===== src/rtl/csi2_pkg.sv =====
// Shared constants and types for the CSI-2 capture controller: short-packet data types
// and the capture state encoding.
package csi2_pkg;

  localparam logic [5:0] DtFs = 6'h00;
  localparam logic [5:0] DtFe = 6'h01;
  localparam logic [5:0] DtLs = 6'h02;
  localparam logic [5:0] DtLe = 6'h03;

  typedef enum logic [2:0] {
    StIdle,
    StArmed,
    StFrame,
    StLine,
    StDone
  } capture_state_e;

endpackage


===== src/rtl/csi2_capture_if.sv =====
// Packet-in / memory-write-out bundle of the capture controller. The master side is the
// CSI-2 packet source; the slave side is the capture controller itself.
interface csi2_capture_if #(
  parameter int unsigned ADDR_WIDTH = 20
) ();

  logic                  short_valid;
  logic [1:0]            short_vc;
  logic [5:0]            short_data_type;
  logic [15:0]           short_data;
  logic                  pixel_valid;
  logic [1:0]            pixel_vc;
  logic [31:0]           pixel_word;
  logic                  write_enable;
  logic [ADDR_WIDTH-1:0] write_address;
  logic [31:0]           write_data;

  modport master (
    output short_valid, short_vc, short_data_type, short_data,
    output pixel_valid, pixel_vc, pixel_word,
    input  write_enable, write_address, write_data
  );

  modport slave (
    input  short_valid, short_vc, short_data_type, short_data,
    input  pixel_valid, pixel_vc, pixel_word,
    output write_enable, write_address, write_data
  );

endinterface


===== src/rtl/csi2_watchdog.sv =====
// Inactivity watchdog: counts enabled cycles since the last clear and flags expiry once
// LIMIT quiet cycles have elapsed. A cycle that clears never reports expiry.
module csi2_watchdog #(
  parameter logic [23:0] LIMIT = 24'd1000000
) (
  input  logic clock_p,
  input  logic reset_n,
  input  logic clear,
  input  logic count_enable,
  output logic expired
);

  logic [23:0] count_q;

  always_ff @(posedge clock_p or negedge reset_n) begin
    if (!reset_n) begin
      count_q <= '0;
    end else if (clear) begin
      count_q <= '0;
    end else if (count_enable && count_q != 24'hFF_FFFF) begin
      count_q <= count_q + 24'd1;
    end
  end

  // Expiry in the cycle holding LIMIT-1 lets the consumer leave exactly LIMIT edges later.
  assign expired = count_enable && !clear && (count_q >= LIMIT - 24'd1);

endmodule


===== src/rtl/csi2_capture_controller.sv =====
// Single-frame CSI-2 capture: arms on capture_start, writes one virtual channel's line
// payload to memory and reports frame status. Watchdog built only with CSI2_CAPTURE_TIMEOUT_EN.
module csi2_capture_controller
  import csi2_pkg::*;
#(
  parameter logic [1:0]  VC             = 2'd0,
  parameter logic [15:0] EXPECTED_LINES = 16'd480,
  parameter logic [19:0] MAX_WORDS      = 20'd153600,
  parameter int unsigned ADDR_WIDTH     = 20,
  parameter logic [23:0] TIMEOUT_CYCLES = 24'd1000000
) (
  input  logic                  clock_p,
  input  logic                  reset_n,
  input  logic                  capture_start,
  input  logic                  capture_abort,
  input  logic [ADDR_WIDTH-1:0] base_address,
  csi2_capture_if.slave         bus,
  output logic                  busy,
  output logic                  frame_done,
  output logic [15:0]           frame_number,
  output logic [15:0]           line_count,
  output logic                  error_lines,
  output logic                  error_overflow,
  output logic                  error_timeout
);

  localparam logic [ADDR_WIDTH-1:0] AddrOne = 1;

  capture_state_e        state_q;
  logic [ADDR_WIDTH-1:0] ptr_q;
  logic [19:0]           word_count_q;
  logic [15:0]           line_count_q;
  logic [15:0]           frame_number_q;
  logic                  wr_en_q;
  logic [ADDR_WIDTH-1:0] wr_addr_q;
  logic [31:0]           wr_data_q;
  logic                  frame_done_q;
  logic                  err_lines_q;
  logic                  err_overflow_q;
  logic                  err_timeout_q;

  logic short_hit;
  logic pixel_hit;
  logic fs_hit;
  logic fe_hit;
  logic ls_hit;
  logic le_hit;
  logic timeout_hit;

  assign short_hit = bus.short_valid && (bus.short_vc == VC);
  assign pixel_hit = bus.pixel_valid && (bus.pixel_vc == VC);
  assign fs_hit    = short_hit && (bus.short_data_type == DtFs);
  assign fe_hit    = short_hit && (bus.short_data_type == DtFe);
  assign ls_hit    = short_hit && (bus.short_data_type == DtLs);
  assign le_hit    = short_hit && (bus.short_data_type == DtLe);

`ifdef CSI2_CAPTURE_TIMEOUT_EN
  logic wd_clear;
  logic wd_count_enable;

  assign wd_clear = short_hit || pixel_hit || (state_q == StIdle && capture_start);
  assign wd_count_enable = (state_q == StArmed) || (state_q == StFrame) || (state_q == StLine);

  csi2_watchdog #(
    .LIMIT (TIMEOUT_CYCLES)
  ) u_watchdog (
    .clock_p      (clock_p),
    .reset_n      (reset_n),
    .clear        (wd_clear),
    .count_enable (wd_count_enable),
    .expired      (timeout_hit)
  );
`else
  assign timeout_hit = 1'b0;
`endif

  always_ff @(posedge clock_p or negedge reset_n) begin
    if (!reset_n) begin
      state_q        <= StIdle;
      ptr_q          <= '0;
      word_count_q   <= '0;
      line_count_q   <= '0;
      frame_number_q <= '0;
      wr_en_q        <= 1'b0;
      wr_addr_q      <= '0;
      wr_data_q      <= '0;
      frame_done_q   <= 1'b0;
      err_lines_q    <= 1'b0;
      err_overflow_q <= 1'b0;
      err_timeout_q  <= 1'b0;
    end else begin
      wr_en_q      <= 1'b0;
      frame_done_q <= 1'b0;
      // Abort beats everything; a write registered last cycle is already on the outputs.
      if (capture_abort) begin
        state_q <= StIdle;
      end else begin
        unique case (state_q)
          StIdle: begin
            if (capture_start) begin
              state_q        <= StArmed;
              ptr_q          <= base_address;
              word_count_q   <= '0;
              line_count_q   <= '0;
              err_lines_q    <= 1'b0;
              err_overflow_q <= 1'b0;
              err_timeout_q  <= 1'b0;
            end
          end
          StArmed: begin
            if (timeout_hit) begin
              state_q       <= StDone;
              frame_done_q  <= 1'b1;
              err_timeout_q <= 1'b1;
            end else if (fs_hit) begin
              state_q        <= StFrame;
              frame_number_q <= bus.short_data;
            end
          end
          StFrame, StLine: begin
            if (timeout_hit) begin
              state_q       <= StDone;
              frame_done_q  <= 1'b1;
              err_timeout_q <= 1'b1;
            end else if (fe_hit) begin
              state_q      <= StDone;
              frame_done_q <= 1'b1;
              err_lines_q  <= (line_count_q != EXPECTED_LINES);
            end else if (ls_hit) begin
              state_q <= StLine;
              if (line_count_q != 16'hFFFF) begin
                line_count_q <= line_count_q + 16'd1;
              end
            end else if (le_hit) begin
              state_q <= StFrame;
            end
            if (state_q == StLine && pixel_hit) begin
              if (word_count_q < MAX_WORDS) begin
                wr_en_q      <= 1'b1;
                wr_addr_q    <= ptr_q;
                wr_data_q    <= bus.pixel_word;
                ptr_q        <= ptr_q + AddrOne;
                word_count_q <= word_count_q + 20'd1;
              end else begin
                err_overflow_q <= 1'b1;
              end
            end
          end
          StDone: begin
            state_q <= StIdle;
          end
          default: begin
            state_q <= StIdle;
          end
        endcase
      end
    end
  end

  assign busy              = (state_q != StIdle);
  assign frame_done        = frame_done_q;
  assign frame_number      = frame_number_q;
  assign line_count        = line_count_q;
  assign error_lines       = err_lines_q;
  assign error_overflow    = err_overflow_q;
  assign error_timeout     = err_timeout_q;
  assign bus.write_enable  = wr_en_q;
  assign bus.write_address = wr_addr_q;
  assign bus.write_data    = wr_data_q;

endmodule


===== src/flat_wrapper.sv =====
// flat-port wrapper written by rule: the top's interface ports become plain ports
module csi2_capture_controller_flat import csi2_pkg::*;
#(
  parameter logic [1:0]  VC             = 2'd0,
  parameter logic [15:0] EXPECTED_LINES = 16'd480,
  parameter logic [19:0] MAX_WORDS      = 20'd153600,
  parameter int unsigned ADDR_WIDTH     = 20,
  parameter logic [23:0] TIMEOUT_CYCLES = 24'd1000000
)
  (clock_p, reset_n, capture_start, capture_abort, base_address, busy, frame_done, frame_number, line_count, error_lines, error_overflow, error_timeout, bus_short_valid, bus_short_vc, bus_short_data_type, bus_short_data, bus_pixel_valid, bus_pixel_vc, bus_pixel_word, bus_write_enable, bus_write_address, bus_write_data);
  csi2_capture_if #(.ADDR_WIDTH(ADDR_WIDTH)) bus_i ();
  input  logic clock_p;
  input  logic reset_n;
  input  logic capture_start;
  input  logic capture_abort;
  input  logic [ADDR_WIDTH-1:0] base_address;
  output logic busy;
  output logic frame_done;
  output logic [15:0] frame_number;
  output logic [15:0] line_count;
  output logic error_lines;
  output logic error_overflow;
  output logic error_timeout;
  input wire logic [$bits(bus_i.short_valid)-1:0] bus_short_valid;
  input wire logic [$bits(bus_i.short_vc)-1:0] bus_short_vc;
  input wire logic [$bits(bus_i.short_data_type)-1:0] bus_short_data_type;
  input wire logic [$bits(bus_i.short_data)-1:0] bus_short_data;
  input wire logic [$bits(bus_i.pixel_valid)-1:0] bus_pixel_valid;
  input wire logic [$bits(bus_i.pixel_vc)-1:0] bus_pixel_vc;
  input wire logic [$bits(bus_i.pixel_word)-1:0] bus_pixel_word;
  output wire logic [$bits(bus_i.write_enable)-1:0] bus_write_enable;
  output wire logic [$bits(bus_i.write_address)-1:0] bus_write_address;
  output wire logic [$bits(bus_i.write_data)-1:0] bus_write_data;
  assign bus_i.short_valid = bus_short_valid;
  assign bus_i.short_vc = bus_short_vc;
  assign bus_i.short_data_type = bus_short_data_type;
  assign bus_i.short_data = bus_short_data;
  assign bus_i.pixel_valid = bus_pixel_valid;
  assign bus_i.pixel_vc = bus_pixel_vc;
  assign bus_i.pixel_word = bus_pixel_word;
  assign bus_write_enable = bus_i.write_enable;
  assign bus_write_address = bus_i.write_address;
  assign bus_write_data = bus_i.write_data;
  csi2_capture_controller #(.VC(VC), .EXPECTED_LINES(EXPECTED_LINES), .MAX_WORDS(MAX_WORDS), .ADDR_WIDTH(ADDR_WIDTH), .TIMEOUT_CYCLES(TIMEOUT_CYCLES)) u_core (.clock_p(clock_p), .reset_n(reset_n), .capture_start(capture_start), .capture_abort(capture_abort), .base_address(base_address), .bus(bus_i), .busy(busy), .frame_done(frame_done), .frame_number(frame_number), .line_count(line_count), .error_lines(error_lines), .error_overflow(error_overflow), .error_timeout(error_timeout));
endmodule

===== config.mk =====
export PLATFORM = sky130hd
export DESIGN_NAME = csi2_capture_controller_flat
export DESIGN_NICKNAME = d
export VERILOG_FILES = /design/src/rtl/csi2_pkg.sv /design/src/rtl/csi2_capture_if.sv /design/src/rtl/csi2_watchdog.sv /design/src/rtl/csi2_capture_controller.sv /design/src/flat_wrapper.sv
export SDC_FILE = /design/constraint.sdc
export NUM_CORES = 1
export LEC_CHECK = 0
export BUFFER_PORTS_ARGS = -buffer_cell sky130_fd_sc_hd__buf_2
export CORE_ASPECT_RATIO = 1.1
export CORE_MARGIN = 2
export CORE_UTILIZATION = 50
export DETAILED_ROUTE_END_ITERATION = 7
export HOLD_SLACK_MARGIN = 0.05
export PLACE_DENSITY = 0.81
export RECOVER_POWER = 25
export SYNTH_ARGS = -nofsm -noshare
export SYNTH_HDL_FRONTEND = slang
export SYNTH_SLANG_ARGS = --single-unit
export TNS_END_PERCENT = 50

===== constraint.sdc =====
create_clock -name clock_p -period 3.3 [get_ports clock_p]
set_input_delay 0.33 -clock clock_p [delete_from_list [all_inputs] [get_ports clock_p]]
set_output_delay 0.33 -clock clock_p [all_outputs]
set_load 0.01 [all_outputs]

; After elaboration in Yosys (flattened, before gate mapping)
; Cells that the tools add are included.
[word_totals]
in_bits = 84
wordCells = 89
out_inout_bits = 90
regBits = 131
[op_classes]
eq_ne = 19
n_reduce_logical = 21
n_addsub = 3
order_cmp = 1
bitwise_logic = 1
n_mux = 33
[ops]
columns = cell, n
row1 = two-way mux 20 bit, 6
row2 = one-hot mux 20 bit (2 select lines), 2
row3 = two-way mux 16 bit, 4
row4 = adder 20 x 1 -> 20 bit (second input constant), 2
row5 = one-hot mux 16 bit (2 select lines), 1
row6 = < comparator 20 x 18 -> 1 bit (second input constant), 1
row7 = two-way mux 3 bit, 6
row8 = adder 16 x 1 -> 16 bit (second input constant), 1
row9 = inequality test 16 bit (second input constant), 1
row10 = inequality test 16 x 9 -> 1 bit (second input constant), 1
row11 = == test 6 x 2 -> 1 bit (second input constant), 2
row12 = two-way mux 1 bit, 11
row13 = inequality test 2 x 1 -> 1 bit (second input constant), 5
row14 = AND reduction 5 bit, 2
row15 = one-hot mux 3 bit (3 select lines), 1
row16 = AND reduction 4 bit, 2
row17 = logical AND 1 bit, 7
row18 = == test 3 x 2 -> 1 bit (second input constant), 2
row19 = == test 6 x 1 -> 1 bit (second input constant), 1
row20 = zero test 6 bit, 1
row21 = inequality test 2 bit (second input constant), 3
row22 = AND reduction 3 bit, 2
row23 = AND reduction 6 bit, 1
row24 = inequality test 5 x 2 -> 1 bit (second input constant), 1
row25 = 10 further kinds, 12

; Depth between registers and ports, before layout
; Gate-level depths: netlist of run 1.
[logic_depth]
ltp_word = 8
depth_mapped = 10
ltp_nobuf = 6

; Worst setup path before layout of run 1
; No wires, ideal clock.
[synth_timing]
path_kind = reg-to-reg
start = register u_core.ptr_q[0]
end = register u_core.ptr_q[12]
setup_ps = 126
path_buffers = 0
arrival_time_ps = 1739
path_slack_ps = 1435
stages_incl_launch_ff = 7
synth_period_minus_slack_ps = 1865
required_ps = 3174
cell_sequence = dfrtp_1 -> ha_1 -> nand4_1 -> or4_4 -> or2_2 -> o22ai_1 -> a21oi_1
[synth_between]
elab_chain_len = 4
[synth_lines]
columns = item, line_no
row1 = from (decl), csi2_capture_controller.sv:30  ; logic [ADDR_WIDTH-1:0] ptr_q;
row2 = from (signal assigned), csi2_capture_controller.sv:102  ; ptr_q <= base_address;
row3 = from (signal assigned), csi2_capture_controller.sv:142  ; ptr_q <= ptr_q + AddrOne;
row4 = adder 20 x 1 -> 20 bit, csi2_capture_controller.sv:142
row5 = two-way mux 20 bit, csi2_capture_controller.sv:138  ; if (word_count_q < MAX_WORDS) begin
row6 = two-way mux 20 bit, csi2_capture_controller.sv:137  ; if (state_q == StLine && pixel_hit) begin
row7 = one-hot mux 20 bit (2 select lines), csi2_capture_controller.sv:98  ; unique case (state_q)
; No other way between the ends. The select of a mux whose other input is x is not followed.
; A chain may end at the register's enable or synchronous reset.

; Worst setup path after layout of run 1
[layout_timing]
start = register u_core.state_q[1]
end = register u_core.word_count_q[16]
[layout_between]
elab_chain_len = 4
elab_cells_between_ends = 11
classes_between = eq/ne (5) / mux (1) / reduce/logical (5)
[layout_lines]
columns = item, line_no
row1 = from (decl), csi2_capture_controller.sv:29  ; capture_state_e state_q;
row2 = from (signal assigned), csi2_capture_controller.sv:79  ; state_q <= StIdle;
row3 = from (signal assigned), csi2_capture_controller.sv:96  ; state_q <= StIdle;
row4 = from (signal assigned), csi2_capture_controller.sv:101  ; state_q <= StArmed;
row5 = == test 3 x 2 -> 1 bit (on tied branches), "csi2_capture_controller.sv:98, csi2_capture_controller.sv:137"
row6 = OR reduction 2 bit / logical AND 1 bit (equally long branches), "csi2_capture_controller.sv:98, csi2_capture_controller.sv:137"
row7 = inequality test 2 x 1 -> 1 bit (no source line) / nonzero test 2 bit (equally long branches), n/a
row8 = AND reduction 5 bit (no source line), n/a
row9 = to (signal assigned), csi2_capture_controller.sv:143  ; word_count_q <= word_count_q + 20'd1;
row10 = to (decl), csi2_capture_controller.sv:31  ; logic [19:0] word_count_q;
; Several ways; a longest one is shown, not always the timed one.

==> results of run 1 <==
-- critical path: stages (launching register included) --
cell and delay (ns):
dfrtp_1 0.55, nor2b_4 0.23, buf_4 0.43, and4_4 0.34, nand2_2 0.06, buf_4 0.32
or4_1 0.57, nand3_1 0.09
-- sequential cells by signal, summed over array words and instances (netlist names) --
| name | count |
|---|---|
| u_core.error_lines | 1 |
| u_core.ptr_q | 20 |
| u_core.bus.write_address | 20 |
| u_core.word_count_q | 20 |
| u_core.bus.write_enable | 1 |
| u_core.bus.write_data | 32 |
| u_core.frame_number | 16 |
| u_core.error_overflow | 1 |
| u_core.line_count | 16 |
| u_core.state_q | 3 |
| u_core.frame_done | 1 |
-- worst max path at each step --
stage / cells past startpoint / slack, ns / endpoint / from
2_1_floorplan: 6 / 1.44 / u_core.ptr_q[12]$_DFFE_PN0P_ / u_core.ptr_q[0]$_DFFE_PN0P_
3_3_place_gp: 7 / 0.71 / u_core.word_count_q[16]$_DFFE_PN0P_ / u_core.state_q[1]$_DFFE_PN0P_
3_5_place_dp: 7 / 0.66 / u_core.word_count_q[16]$_DFFE_PN0P_ / u_core.state_q[1]$_DFFE_PN0P_
4_1_cts: 7 / 0.65 / u_core.word_count_q[16]$_DFFE_PN0P_ / u_core.state_q[1]$_DFFE_PN0P_
5_1_grt: 8 / 0.42 / u_core.bus.write_address[2]$_DFFE_PN0P_ / u_core.state_q[1]$_DFFE_PN0P_
6_report: 7 / 0.63 / u_core.word_count_q[16]$_DFFE_PN0P_ / u_core.state_q[1]$_DFFE_PN0P_
-- power by group through the flow --
stage               combinational, mW  clock (mW)  sequential (mW)
global route                    0.308        1.80             1.74
detailed placement              0.270           0             1.76
CTS                             0.273        1.72             1.73
finish                          0.270        1.69             1.73
floorplan                       0.152           0             1.74
global placement                0.268           0             1.76
-- per-layer routing --
layer	part of all wire [%]	global-route usage, %	up-vias
met5	0	0	-
met3	6.4	5.54	29
met4	2.2	9.84	0
li1	-	-	2700
met1	45	31.5	2619
met2	47	36.5	233
-- synthesized netlist by cell type, types with 2 or more instances --
master     number
nand2_1       196
dfrtp_1       131
a21oi_1        48
o21ai_0        40
nor2_1         25
nand3_1        24
mux2_2         17
o22ai_1        15
buf_2          14
inv_1          13
nand4_1        13
clkbuf_1       12
nor3_1         11
a31oi_1         9
or3_1           9
nor4_1          7
and3_1          5
a21boi_0        4
a21o_1          4
and2_1          4
and4_1          4
ha_1            4
nand2b_1        4
nor2b_1         4
o211ai_1        4
or2_2           4
buf_1           3
buf_6           3
mux2i_1         3
o2bb2a_1        3
a211o_1         2
a2bb2oi_1       2
a41oi_1         2
buf_4           2
nand2_2         2
nand4_2         2
nor4_4          2
nor4b_1         2
o2111ai_1       2
o21a_1          2
-- cell type report --
class | count | area share, %
clock buffers | 18 | 5.56
well taps | 154 | 2.50
repair buffers | 179 | 12.0
inverters | 13 | 0.633
flip-flops and latches | 131 | 42.5
multi-input cells | 501 | 35.4
clock inverters | 14 | 1.43
-- kinds of logic after synthesis --
group / Yosys count / share of synthesized area, %
AO/OA/AOI/OAI: 144 / 13.8
XOR/XNOR: 2 / 0.281
adder cells (fa/ha/maj): 4 / 0.803
buffers and inverters: 48 / 3.67
flip-flops: 131 / 52.6
multiplexers: 20 / 3.55
other: 1 / 0.0602
AND/OR/NAND/NOR: 330 / 25.2
-- metrics by stage --
| stage | hold slack [ns] | util [%] | setup slack (ns) |
|---|---|---|---|
| final | 0.0980 | 63.8 | 0.631 |
| after global routing | 0.0909 | 63.8 | 0.424 |
| after detailed placement | 0.457 | 59.4 | 0.659 |
| after floorplan | 0.0344 | - | 1.44 |
| after CTS | 0.0813 | 63.9 | 0.647 |
| after global placement | 0.452 | 59.4 | 0.706 |
==> run summary, run 1 <==
Async SR Flop Fraction: 100%
Antenna violations before repair: 0
Final estimated routing congestion in global placement: 0.841
Hold Crit Depth: 3
Die span in x: 110 microns
PnR Total Power: 3.69 mW
Syn Nets: 768
Congestion Overflow GR: 0
Gate Count Post-Synth: 680
Layout cells sized above 1: 28.6%
Row cnt: 42
Failing checks: capacitance limit, slew limit
Dpl cell area: 7180 sq um
Net switching power: 0.950 mW
CTS sink count: 131
Tcrit/Tclk final: 80.9%
FILL cells: 1048
CTS resizes: 0
I/O Pins: 174
CP Launch Type: register
Final slew viol count: 91
P_int: 2.74 mW
CTS Hold Bufs: 1
Ant diodes: 0
Sw frac: 25.7%
Fin Setup TNS: 0 ns
Area delta synth->final: 23.8%
Crit path kind: reg2reg
Yosys warnings: 0
Max cap viols: 1
Root buffer cell: clkbuf_16
Port Buffers: 172
DR iter-0 viols: 568
Outcome: finished with violations
R2R depth: 7
Combinational Power Share: 7.3%
Inst Count DP: 977
Endpoint class of the critical path: register
Pin count of the biggest net entering global routing: 92
Worst R2R End: u_core.word_count_q[16]$_DFFE_PN0P_
Clock period minus final worst setup slack: 2.67 ns
Yosys top cell area share: 52.6%
Register area: 3280 sq um
Vias in the first global route: 5207
Sequential power share: 46.9%
Nets: 931
Avg Cell Area, Syn: 9.16 sq um
Synth unique cells: 63
Register-to-Register Setup Slack: 0.63 ns
CTS buffer count: 17
Worst vdd ir: 0.367 mV
Post-Syn Area: 6230 sq um
Die Area: 13400 sq um
Synth area leaders: dfrtp_1, nand2_1, a21oi_1
EDFF count, synth: 0
Clk slew on worst S/H paths: 0.06 ns
Vias: 5581
Post-route ant nets: 0
CP arrival: 3.03 ns
Most frequent cells in the layout: nand2_1, buf_2, dfrtp_1, a21oi_1, o21ai_0
H-tree depth: 4
Max FO, Critical Path: 64
Core Region: 12100 sq um
Rel. slew slack: -48.5%
Post-route cell area: 7710 sq um
PwrDens: 479 nW/um^2
Slew @ Worst Pin: 2.23 ns
DR pass1 iterations: 5
Fin cells: 1010
Worst Skew: 0.00661 ns
Crit path required time: 3.66 ns
Endpoint, Worst Hold: u_core.bus.write_data[30]$_DFFE_PN0P_
CTS tree: built
Post-Route WL: 15100 microns
Final setup fails: 0
Final hold viol count: 0
RR Startpoint: u_core.state_q[1]$_DFFE_PN0P_
Post-DP HPWL: 10400 microns
Die height: 121 microns
Clk_lat worst skew: 0.42 ns
Commonest non-fill, non-tap cell in the layout: nand2_1
Ys flop type: dfrtp_1
Clk pwr share: 45.8%
Tot GR Track Use: 23.3%
Clk buf depth: 2
FF+latch count, synth: 131
DR vias/cell: 5.53
RSZ-0062 raised after global routing: false
Lkg Pwr: 4.05 nW
Sequential area share after synthesis: 52.6%
Mean routed wirelength per cell: 14.9 microns
DRC: 0
Post-CTS Setup Inserts: 0
Initial Util: 51.6%
First-pass GRT wire length: 25300 microns
Worst hold start: bus_pixel_word[30]
Hold crit path type: in2reg
Achievable frequency: 0.375 GHz
Multi-input logic area: 2730 sq um
Area leader, netlist: dfrtp_1
Note: power is estimated with default switching activity, not from simulation.
==> run 2: changes to the inputs <==
==> constraint.sdc (replaced) <==
create_clock -name clock_p -period 2.5 [get_ports clock_p]
set_input_delay 0.25 -clock clock_p [delete_from_list [all_inputs] [get_ports clock_p]]
set_output_delay 0.25 -clock clock_p [all_outputs]
set_load 0.01 [all_outputs]
==> run 2 against run 1 <==
Effect of this change:
- the run still ends with capacitance limit, slew limit left
- first-iteration DRC count decreased by 3.0%
- critical endpoint is now u_core.line_count[13]$_DFFE_PN0P_
- critical path depth down 2
- cell count rose by 4.2%
- non-clock buffer count up 41
- count of clock-buffer cells in the layout is 1 higher
- power rose by 40%
- worst hold slack worse by 0.037 ns
==> run summary, run 2 (synthesized netlist as in run 1, its figures left out) <==
Outcome: finished with violations
Failing checks: capacitance limit, slew limit
Die Area: 13400 sq um (unchanged)
Die span in x: 110 microns (unchanged)
CTS resizes: 0 (unchanged)
RR Startpoint: u_core.state_q[0]$_DFFE_PN0P_
Max cap viols: 1 (unchanged)
Max reg flops: 32 (unchanged)
Dpl cell area: 7260 sq um (+1.2%)
Antenna violations before repair: 1 (+1)
Top Family by Delay on Critical Path: simple AND/OR/NAND/NOR gates
PwrDens: 635 nW/um^2 (+33%)
Net switching power: 1.34 mW (+41%)
Post-CTS Setup Inserts: 0 (unchanged)
First-pass GRT wire length: 27200 microns (+7.3%)
Slew @ Worst Pin: 1.77 ns (-0.453 ns)
CTS tree: built
Clk pwr share: 47.9% (+2.1 points)
Crit path required time: 2.80 ns (-0.86 ns)
CP Launch Type: register
Mean routed wirelength per cell: 15.8 microns (+5.8%)
Final hold viol count: 0 (unchanged)
Combinational Power Share: 7.9% (+0.6 points)
CP max stage cell: dfrtp_1
PnR Total Power: 5.18 mW (+40%)
Die height: 121 microns (unchanged)
Root buffer cell: clkbuf_16
CTS buffer count: 17 (unchanged)
Post-route ant nets: 0 (unchanged)
Area delta synth->final: 30.8%
Clk_lat worst skew: 0.42 ns (about the same)
DR vias/cell: 5.67 (+2.6%)
I/O Pins: 174 (unchanged)
Clock period minus final worst setup slack: 2.27 ns (-0.402 ns)
Top cell by count, worst path: nor2_1
P_int: 3.84 mW (+40%)
Hold crit path type: in2reg
Vias: 5967 (+6.9%)
Post-DP HPWL: 10800 microns (+4.1%)
Most frequent cells in the layout: nand2_1, buf_2, dfrtp_1, a21oi_1, o21ai_0
Commonest non-fill, non-tap cell in the layout: nand2_1
Vias in the first global route: 5637 (+8.3%)
Row cnt: 42 (unchanged)
DRC: 0 (unchanged)
RSZ-0062 raised after global routing: false
CTS Hold Bufs: 32 (+31)
Congestion Overflow GR: 0 (unchanged)
Worst vdd ir: 0.330 mV (-10%)
Worst stage delay on the critical path: 0.48 ns (-0.09 ns)
Final estimated routing congestion in global placement: 0.918 (+9.1%)
Sequential power share: 44.2% (-2.7 points)
Lkg Pwr: 4.18 nW (+3.2%)
Post-route cell area: 8150 sq um (+5.6%)
Core Region: 12100 sq um (unchanged)
CTS sink count: 131 (unchanged)
Rel. slew slack: -18.3% (+30 points)
Final setup fails: 0 (unchanged)
Tot GR Track Use: 24.9% (+1.6 points)
Layout cells sized above 1: 26.8% (-1.9 points)
Critical-path cell list: nor2b_1, o2111ai_1, nor2_1, nor2_1, a211o_1
Post-Route WL: 16600 microns (+10%)
Max FO, Critical Path: 7 (-89%)
Worst hold start: bus_pixel_word[30]
Clk buf depth: 2 (unchanged)
Nets: 972 (+4.4%)
Initial Util: 51.6% (unchanged)
H-tree depth: 4 (unchanged)
Worst path bufs/invs: 0 (-2)
Crit path kind: reg2reg
Clk slew on worst S/H paths: 0.06 ns (about the same)
Port Buffers: 172 (unchanged)
DR pass1 iterations: 6 (+1)
CP arrival: 2.57 ns (-0.46 ns)
Pin count of the biggest net entering global routing: 72 (-22%)
Final slew viol count: 72 (-21%)
Sw frac: 25.8% (+0.11 points)
Achievable frequency: 0.441 GHz (+18%)
CP Launch Point: u_core.state_q[0]$_DFFE_PN0P_
Endpoint class of the critical path: register
DR iter-0 viols: 551 (-3.0%)
Worst Skew: 0.00714 ns (+0.000531 ns)
Tcrit/Tclk final: 90.7% (+9.8 points)
Fin Setup TNS: 0 ns (unchanged)
==> run 2: changes by cell type in the layout (fill, tap and decap cells not counted), sizes merged <==
cell	delta
buf	-8
bufinv	+1
clkbuf	+19
clkinv	-6
clkinvlp	-2
diode	+1
dlygate4sd3	+31
inv	+6
==> run 2: metal layers <==
layer / part of all wire, % / vias to the layer above / routed length [microns] / track usage (%)
met5: 0 / - / 0 / 0
met4: 2.9 / 0 / 482 / 12.9
met3: 6.7 / 42 / 1120 / 4.30
met2: 48 / 311 / 8000 / 40.3
met1: 42 / 2822 / 6980 / 32.6
li1: - / 2792 / - / -
==> run 2: metrics by stage <==
step	hold WS [ns]	std cells	setup slack (ns)	util (%)
after floorplan	-0.0456	680	0.635	-
after global placement	0.303	987	0.316	60.1
after detailed placement	0.299	987	0.314	60.1
after CTS	0.0510	1051	0.265	67.6
after global routing	0.0627	1052	0.0950	67.4
final	0.0607	1052	0.233	67.4
==> run 2: path summary, 6_finish.rpt <==
path	end	depth (start not counted)	slack, ns
min in group asynchronous	u_core.bus.write_data[31]$_DFFE_PN0P_	2	0.84
max reg2reg	u_core.line_count[13]$_DFFE_PN0P_	5	0.23
min	u_core.bus.write_data[30]$_DFFE_PN0P_	3	0.06
min reg2reg	u_core.bus.write_address[18]$_DFFE_PN0P_	2	0.47
max	u_core.line_count[13]$_DFFE_PN0P_	5	0.23
max in group asynchronous	u_core.bus.write_address[18]$_DFFE_PN0P_	3	0.57
==> run 2: area by class of cell <==
class                           count  area [sq um]
Fill cell                         934          3940
Sequential cell                   131          3280
Multi-Input combinational cell    501          2730
Timing Repair Buffer              220          1300
Clock buffer                       19           453
Tap cell                          154           193
Clock inverter                     13           139
Inverter                           13          48.8
Antenna cell                        1          2.50
==> run 2: worst register-to-register path, stage by stage, from the launching register on <==
cell and delay, ns:
dfrtp_1 0.48, nor2b_1 0.39, o2111ai_1 0.29, nor2_1 0.46, nor2_1 0.21, a211o_1 0.33
==> run 2: power groups by stage <==
stage	logic (mW)	clock network, mW	registers (mW)
floorplan	0.201	0	2.29
global placement	0.358	0	2.32
detailed placement	0.366	0	2.32
CTS	0.409	2.51	2.28
global route	0.458	2.62	2.30
finish	0.409	2.48	2.29
==> run 3: changes to the inputs <==
--- a/config.mk
+++ b/config.mk
@@ -8,10 +8,10 @@
 export BUFFER_PORTS_ARGS = -buffer_cell sky130_fd_sc_hd__buf_2
 export CORE_ASPECT_RATIO = 1.1
 export CORE_MARGIN = 2
-export CORE_UTILIZATION = 50
+export CORE_UTILIZATION = 47
 export DETAILED_ROUTE_END_ITERATION = 7
 export HOLD_SLACK_MARGIN = 0.05
-export PLACE_DENSITY = 0.81
+export PLACE_DENSITY = 0.8
 export RECOVER_POWER = 25
 export SYNTH_ARGS = -nofsm -noshare
 export SYNTH_HDL_FRONTEND = slang
==> constraint.sdc (replaced) <==
create_clock -name clock_p -period 2 [get_ports clock_p]
set_input_delay 0.2 -clock clock_p [delete_from_list [all_inputs] [get_ports clock_p]]
set_output_delay 0.2 -clock clock_p [all_outputs]
set_load 0.01 [all_outputs]
==> run 3 against run 2 <==
Effect of this change:
- the run now ends clean
- worst hold slack better by 0.048 ns
- sequential share of layout area decreased by 2.2 points
- sequential power grew 24%
- critical path type unchanged
- highest routed layer unchanged
==> run summary, run 3 (synthesized netlist as in run 1, its figures left out) <==
Outcome: finished, final reports clean
Tcrit/Tclk final: 96.2% (+5.6 points)
CTS buffer count: 17 (unchanged)
Dpl cell area: 7520 sq um (+3.5%)
Post-Route WL: 17600 microns (+6.0%)
Critical-path cell list: nor3_1, and2_1, a21oi_1, buf_4, a21oi_1, a2bb2oi_1
Fin Setup TNS: 0 ns (unchanged)
DR iter-0 viols: 534 (-3.1%)
Die Area: 14200 sq um (+6.2%)
Layout cells sized above 1: 30.9% (+4.2 points)
DR pass1 iterations: 5 (-1)
Top cell by count, worst path: a21oi_1
Worst Skew: 0.00947 ns (+0.00234 ns)
Most frequent cells in the layout: nand2_1, buf_2, dfrtp_1, dlygate4sd3_1, a21oi_1
Max FO, Critical Path: 13 (+6)
Pin count of the biggest net entering global routing: 50 (-31%)
PwrDens: 751 nW/um^2 (+18%)
CP Launch Type: register
Worst vdd ir: 0.460 mV (+39%)
Core Region: 13100 sq um (+8.4%)
H-tree depth: 4 (unchanged)
Root buffer cell: clkbuf_16
Die height: 125 microns (+3.0%)
Clock period minus final worst setup slack: 1.92 ns (-0.342 ns)
Port Buffers: 172 (unchanged)
Clk_lat worst skew: 0.42 ns (about the same)
FILL cells: 994 (+6.4%)
CTS tree: built
Commonest non-fill, non-tap cell in the layout: nand2_1
Hold crit path type: in2reg
Rel. slew slack: 12.7% (+31 points)
CP max stage cell: dfrtp_1
Vias in the first global route: 6063 (+7.6%)
Register area: 3280 sq um (unchanged)
Die span in x: 114 microns (+3.0%)
Crit path required time: 2.34 ns (-0.46 ns)
Lkg Pwr: 4.49 nW (+7.3%)
Fin cells: 1109 (+5.4%)
Worst stage delay on the critical path: 0.49 ns (about the same)
CP arrival: 2.27 ns (-0.30 ns)
Vias: 6071 (+1.7%)
DR vias/cell: 5.47 (-3.5%)
Max reg flops: 32 (unchanged)
CTS sink count: 131 (unchanged)
Post-route cell area: 8630 sq um (+5.8%)
Clk slew on worst S/H paths: 0.06 ns (about the same)
Area delta synth->final: 38.4%
Max cap viols: 0 (-1)
Tot GR Track Use: 25.4% (+0.48 points)
I/O Pins: 174 (unchanged)
Inst Count DP: 1025 (+3.9%)
Crit path kind: reg2reg
Slew @ Worst Pin: 1.31 ns (-0.465 ns)
Mean routed wirelength per cell: 15.9 microns (+0.55%)
Post-route ant nets: 0 (unchanged)
Endpoint class of the critical path: register
Final estimated routing congestion in global placement: 0.913 (-0.60%)
Antenna violations before repair: 1 (unchanged)
Row cnt: 44 (+4.8%)
RSZ-0062 raised after global routing: false
Post-CTS Setup Inserts: 0 (unchanged)
Initial Util: 47.6% (-4.0 points)
Nets: 1022 (+5.1%)
Final hold viol count: 0 (unchanged)
Post-DP HPWL: 11200 microns (+3.6%)
Final setup fails: 0 (unchanged)
DRC: 0 (unchanged)
Multi-input logic area: 2760 sq um (+1.0%)
Congestion Overflow GR: 0 (unchanged)
First-pass GRT wire length: 28800 microns (+6.2%)
Achievable frequency: 0.519 GHz (+18%)
Clk buf depth: 2 (unchanged)
Final slew viol count: 0 (-100%)
==> run 3: cell types whose count changed in the layout (fill, tap and decap cells not counted), moves of 3 or more <==
cell / delta
buf_2: +18
buf_4: +29
clkbuf_1: -17
clkinvlp_4: +3
dlygate4sd3_1: +19
==> run 3: worst paths after layout <==
path                                                         startpoint  slack, ns  cells after the start                                       to
worst min register to register  u_core.bus.write_address[1]$_DFFE_PN0P_       0.47                      2  u_core.bus.write_address[1]$_DFFE_PN0P_
worst min-delay path                                    base_address[9]       0.11                      3              u_core.ptr_q[9]$_DFFE_PN0P_
worst max-delay path                      u_core.state_q[2]$_DFFE_PN0P_       0.08                      6             u_core.ptr_q[19]$_DFFE_PN0P_
worst max register to register            u_core.state_q[2]$_DFFE_PN0P_       0.08                      6             u_core.ptr_q[19]$_DFFE_PN0P_
max in group asynchronous                                       reset_n       0.43                      3  u_core.bus.write_address[6]$_DFFE_PN0P_
min in group asynchronous                                       reset_n       0.59                      2         u_core.line_count[0]$_DFFE_PN0P_
==> run 3: repair_timing <==
action / CTS / global route
hold buffers: 51 / 0
gates resized for setup: 0 / 7
endpoints found under the setup margin: 0 / 17
hold endpoints to repair: 95 / 0
==> run 3: through the flow <==
| step | hold slack (ns) | total power, mW | utilization, % | setup slack [ns] |
|---|---|---|---|---|
| 6_report | 0.108 | 6.47 | 65.8 | 0.0750 |
| 5_1_grt | 0.114 | 6.71 | 65.8 | 0.000499 |
| 4_1_cts | 0.0880 | 6.50 | 65.7 | 0.0188 |
| 3_5_place_dp | 0.178 | 3.41 | 57.4 | 0.0581 |
| 3_3_place_gp | 0.176 | 3.39 | 57.4 | 0.0973 |
| 2_1_floorplan | -0.0956 | 3.12 | - | 0.135 |
==> run 3: final cells by class <==
class | count | area share, %
well taps | 161 | 2.34
clock inverters | 13 | 1.45
flip-flops and latches | 131 | 38.0
multi-input cells | 501 | 32.0
diodes | 1 | 0.0290
inverters | 13 | 0.566
clock buffers | 19 | 5.25
repair buffers | 270 | 20.4
==> run 3: critical path: cells and delay by family, from the launching register on <==
kind | cells | cell delay, ns
and+or+nand+nor | 2 | 0.69
DFF | 1 | 0.49
AOI/OAI and AO/OA | 3 | 0.47
buffers and inverters | 1 | 0.20
==> run 3: report_power, final <==
group          internal, mW  switching (mW)
logic                 0.301           0.311
registers              2.74          0.0983
clock network          1.79            1.23
total                  4.83            1.64
==> run 3: layer usage <==
metal | vias to the layer above | routed length [microns] | global-route usage (%)
met2 | 258 | 8950 | 44.2
met3 | 29 | 1130 | 5.45
met1 | 2897 | 7180 | 30.7
met5 | - | 0 | 0
li1 | 2887 | - | -
met4 | 0 | 326 | 9.83
